===== src/rtl/serial_adder_ctrl.sv =====
// Bit-serial adder sequencer: one full_adder cell is reused over WIDTH cycles,
// LSB first, with the carry held in a register between cycles.

module full_adder (
    input  logic a,
    input  logic b,
    input  logic ci,
    output logic s,
    output logic co
);
    assign s  = a ^ b ^ ci;
    assign co = (a & b) | (a & ci) | (b & ci);
endmodule

module serial_adder_ctrl #(
    parameter int WIDTH = 8
) (
    input  logic             clk,
    input  logic             reset,
    input  logic             start,
    input  logic [WIDTH-1:0] a,
    input  logic [WIDTH-1:0] b,
    input  logic             cin,
    output logic             ready,
    output logic             busy,
    output logic             valid,
    input  logic             ack,
    output logic [WIDTH-1:0] sum,
    output logic             cout
);
    localparam int CW = $clog2(WIDTH) + 1;

    typedef enum logic [1:0] {
        ST_IDLE = 2'd0,
        ST_ADD  = 2'd1,
        ST_DONE = 2'd2
    } state_t;

    state_t           state_q, state_d;
    logic [WIDTH-1:0] sha_q, sha_d;
    logic [WIDTH-1:0] shb_q, shb_d;
    logic [WIDTH-1:0] shs_q, shs_d;
    logic [WIDTH-1:0] sum_q, sum_d;
    logic [CW-1:0]    cnt_q, cnt_d;
    logic             carry_q, carry_d;
    logic             cout_q, cout_d;
    logic             ready_q, ready_d;
    logic             busy_q, busy_d;
    logic             valid_q, valid_d;

    logic             fa_s;
    logic             fa_co;
    logic [WIDTH-1:0] shs_shift;

    full_adder u_fa (
        .a  (sha_q[0]),
        .b  (shb_q[0]),
        .ci (carry_q),
        .s  (fa_s),
        .co (fa_co)
    );

    // Next-state, datapath and decoded status computation
    always_comb begin
        state_d   = state_q;
        sha_d     = sha_q;
        shb_d     = shb_q;
        shs_d     = shs_q;
        sum_d     = sum_q;
        cnt_d     = cnt_q;
        carry_d   = carry_q;
        cout_d    = cout_q;
        // This cycle's sum bit enters at the MSB so the first bit lands at bit 0
        shs_shift            = shs_q >> 1'b1;
        shs_shift[WIDTH-1]   = fa_s;

        case (state_q)
            ST_IDLE: begin
                if (start) begin
                    sha_d   = a;
                    shb_d   = b;
                    carry_d = cin;
                    cnt_d   = '0;
                    state_d = ST_ADD;
                end else begin
                    state_d = ST_IDLE;
                end
            end
            ST_ADD: begin
                sha_d   = sha_q >> 1'b1;
                shb_d   = shb_q >> 1'b1;
                shs_d   = shs_shift;
                carry_d = fa_co;
                cnt_d   = cnt_q + CW'(1);
                if (cnt_q == CW'(WIDTH - 1)) begin
                    sum_d   = shs_shift;
                    cout_d  = fa_co;
                    state_d = ST_DONE;
                end else begin
                    state_d = ST_ADD;
                end
            end
            ST_DONE: begin
                if (ack) begin
                    state_d = ST_IDLE;
                end else begin
                    state_d = ST_DONE;
                end
            end
            default: begin
                state_d = ST_IDLE;
            end
        endcase

        ready_d = (state_d == ST_IDLE);
        busy_d  = (state_d == ST_ADD);
        valid_d = (state_d == ST_DONE);
    end

    // State, datapath and status registers with synchronous reset
    always_ff @(posedge clk) begin
        if (reset) begin
            state_q <= ST_IDLE;
            sha_q   <= '0;
            shb_q   <= '0;
            shs_q   <= '0;
            sum_q   <= '0;
            cnt_q   <= '0;
            carry_q <= 1'b0;
            cout_q  <= 1'b0;
            ready_q <= 1'b1;
            busy_q  <= 1'b0;
            valid_q <= 1'b0;
        end else begin
            state_q <= state_d;
            sha_q   <= sha_d;
            shb_q   <= shb_d;
            shs_q   <= shs_d;
            sum_q   <= sum_d;
            cnt_q   <= cnt_d;
            carry_q <= carry_d;
            cout_q  <= cout_d;
            ready_q <= ready_d;
            busy_q  <= busy_d;
            valid_q <= valid_d;
        end
    end

    assign ready = ready_q;
    assign busy  = busy_q;
    assign valid = valid_q;
    assign sum   = sum_q;
    assign cout  = cout_q;

endmodule


===== config.mk =====
export PLATFORM = sky130hd
export DESIGN_NAME = serial_adder_ctrl
export DESIGN_NICKNAME = d
export VERILOG_FILES = /design/src/rtl/serial_adder_ctrl.sv
export SDC_FILE = /design/constraint.sdc
export NUM_CORES = 1
export LEC_CHECK = 0
export CAP_MARGIN = 20
export CORE_UTILIZATION = 37
export DETAILED_ROUTE_END_ITERATION = 10
export GPL_TIMING_DRIVEN = 0
export SLEW_MARGIN = 10
export SYNTH_ARGS = -nofsm -noshare
export SYNTH_HDL_FRONTEND = slang
export SYNTH_SLANG_ARGS = --single-unit

===== constraint.sdc =====
create_clock -name clk -period 3.65 [get_ports clk]
set_clock_uncertainty 0.2 [all_clocks]
set_input_delay 1.095 -clock clk [delete_from_list [all_inputs] [get_ports clk]]
set_output_delay 1.095 -clock clk [all_outputs]
set_load 0.01 [all_outputs]

==> flow_summary.toml <==
[synth]
synth_seq_cells = 42
synth_top_area_share_pct = 46.0
synth.net_count = 219
synthTopCellsByArea = "dfxtp_1, nand2b_1, nand2_1"
synth.avg_cell_area_sq_um = 9.33
synth.cell_area_sq_mm = 0.00183
netlist.top_cell.by_area = "dfxtp_1"
ys_seq_area_share_pct = 46.0
syn_inst = 196
synth_warnings = 0
synth_cell_types = 31

[timing]
setup_viol = 0
report.final.slew_viol_count = 0
fmax_ghz = 0.386
setup_tns_ns = 0
rsz0062_at_grt = "false"
hold_viol = 0
tightest_slew_ns = 0.484
slew_headroom_pct = 67.7
fin_crit_ns = 2.59
timing.final.crit_share_pct = 70.9
layout_setup_ws_ns = 1.06

[status]
status = "finished clean"

[global_routing]
grt_pass1_vias = 1387
grt_overflow_total = 0
gr-usage-all-layers_pct = 16.4
grt_antenna_before_repair = 0
grt_first_pass_wirelength_um = 6550
grt_max_degree = 13

[finish]
fillCellCount = 502
layout-drive-gt1-share_pct = 16.5
n_antenna_cell = 0
nNetsFinal = 258
syn_to_final_growth_pct = 27.1
seq_area_sq_um = 841
multi_input_area_sq_um = 895

[hold_path]
hp-class = "flop to flop"
hp-start = "shs_q[1]$_SDFFE_PP0N_"
hold_depth = 2
worstHoldEndpoint = "shs_q[1]$_SDFFE_PP0N_"

[placement]
gp_routability_congestion = 0.724
dp_hpwl_um = 2550
portBuffers = 32
pre_cts_slack_ns = 0.706

[die]
core.rowCount = 25
pin_count = 33
start_util_pct = 38.5
die_y_um = 72.3
die_w_um = 72.3
core_sq_mm = 0.00475
die-area_sq_mm = 0.00523

[clock_tree]
clock-sinks = 42
cts_tree = "done"
cts_buffers = 5
clock_path_buffers = 2
insertion_delay_ns = 0.29
cts_resized = 0
holdBufCountCts = 0
ctsHtreeMaxLevel = 2
post_cts_buffers = 0
root_buffer = "clkbuf_8"
clk_pin_slew_worst_paths_ns = 0.08

[worst_setup_path]
crit_type = "primary input to flop"
r2r_end = "sum[0]$_SDFFE_PP0P_"
end_kind = "flop"
worstPathArrival_ns = 2.56
reg2reg_depth = 5
crit_fanout = 10
rr_startpoint = "cnt_q[0]$_SDFFE_PP0P_"
startpoint_type = "primary input"
worstPathRequired_ns = 3.62
rrSetupSlack_ns = 2.04

[power_and_ir_drop]
power.leakage_uw = 0.000854
p_per_area_mw_per_mm2 = 398
power_frac_seq_pct = 53.3
clock_power_share_pct = 33.3
p_int_uw = 693
ir_drop_mv = 0.227
combPwrFrac_pct = 13.5
swShare_pct = 25.1
p_sw_uw = 233

[drt]
drc = 0
wirelength_um = 3720
post_drt_wl_per_cell_um = 12.3
drtIter0Drc = 66
vias = 1431
drt-pass1-iter-count = 4
avgViaCountPerCell = 4.72
ant_nets = 0

[flow_run]
maxCapViolations = 0
## cells in the final DEF (no fill, tap or decap), drive strengths merged, types with 9 or more instances in the layout
| cell type | count |
|---|---|
| clkbuf | 10 |
| nor2 | 22 |
| a21oi | 22 |
| mux2i | 9 |
| a211oi | 15 |
| dfxtp | 42 |
| buf | 11 |
| clkdlybuf4s50 | 32 |
| nand2b | 19 |
| nand2 | 32 |
## through the flow
stage	instance area [sq um]	hold slack, ns	std cells	util, %	total power [uW]
6_report	2320	0.266	303	48.9	926
5_1_grt	2320	0.288	303	48.9	972
4_1_cts	2320	0.265	303	48.9	940
3_5_place_dp	2230	0.256	295	47.0	630
3_3_place_gp	2230	0.250	295	47.0	630
2_1_floorplan	1830	0.237	196	-	583
## critical path, cell delays in order
cell             delay [ns]
clkdlybuf4s50_1        0.54
clkbuf_1               0.38
clkbuf_1               0.44
nor2_1                 0.10
## area by class of cell
cell class | count | area share [%]
timing repair buffer | 32 | 13.8
multi-input combinational | 140 | 38.5
clock inverter | 1 | 0.215
buffer | 14 | 4.04
tap | 67 | 3.61
sequential | 42 | 36.2
clock buffer | 7 | 3.71
## cell usage after synthesis
cell type	n
nor2_1	22
a21oi_2	8
nand2b_1	19
a21oi_1	14
nand2_1	31
a22oi_1	3
nand2_2	1
a31oi_1	1
clkbuf_1	3
and2b_1	1
buf_6	2
fa_1	1
o21bai_2	1
or3_1	1
buf_4	2
mux2i_1	9
a211oi_1	7
nor3_1	1
ha_1	1
nand4b_1	1
nand3_1	2
nor3b_1	2
a211oi_2	8
o211a_1	1
buf_8	1
a311oi_2	1
o21bai_1	1
buf_2	6
dfxtp_1	42
o21ba_1	1
o21ba_2	2
## registers in the layout, indices dropped and copies added, names as in the netlist
signal	flops
busy	1
carry_q	1
cnt_q	4
cout	1
ready	1
sha_q	8
shb_q	8
shs_q	7
state_q	2
sum	8
valid	1
## cell families (layout without fill, tap and decap cells)
family	after synthesis	after routing	synth area share (%)
compound gates	48	48	21.6
fa+ha+maj	2	2	1.78
buf+inv	14	54	5.13
flops	42	42	46.0
mux	9	9	4.92
simple gates	81	81	20.6
## routing by layer
layer  wire (um)  GRT usage (%)  vias to the layer above
met1        1880           22.8                      651
met2        1630           24.7                       28
li1            -              -                      745
met3         135           3.33                        7
met4          70           7.19                        0
met5           0              0                        -
## how the worst max path moves through the flow
stage	startpoint	to	slack [ns]	cells past startpoint
global route	reset	busy$_SDFF_PP0_	0.86	4
floorplan	start	carry_q$_SDFFE_PP0P_	1.57	4
CTS	reset	busy$_SDFF_PP0_	1.03	4
global placement	reset	busy$_SDFF_PP0_	0.71	4
detailed placement	reset	busy$_SDFF_PP0_	0.71	4
finish	reset	busy$_SDFF_PP0_	1.06	4
## power groups by stage
stage          registers (uW)  logic, uW  clock network (uW)
6_report                  493        125                 308
5_1_grt                   496        141                 335
4_1_cts                   493        127                 320
3_5_place_dp              504        126                   0
3_3_place_gp              504        126                   0
2_1_floorplan             502       81.5                   0
Note: power is estimated with default switching activity, not from simulation.
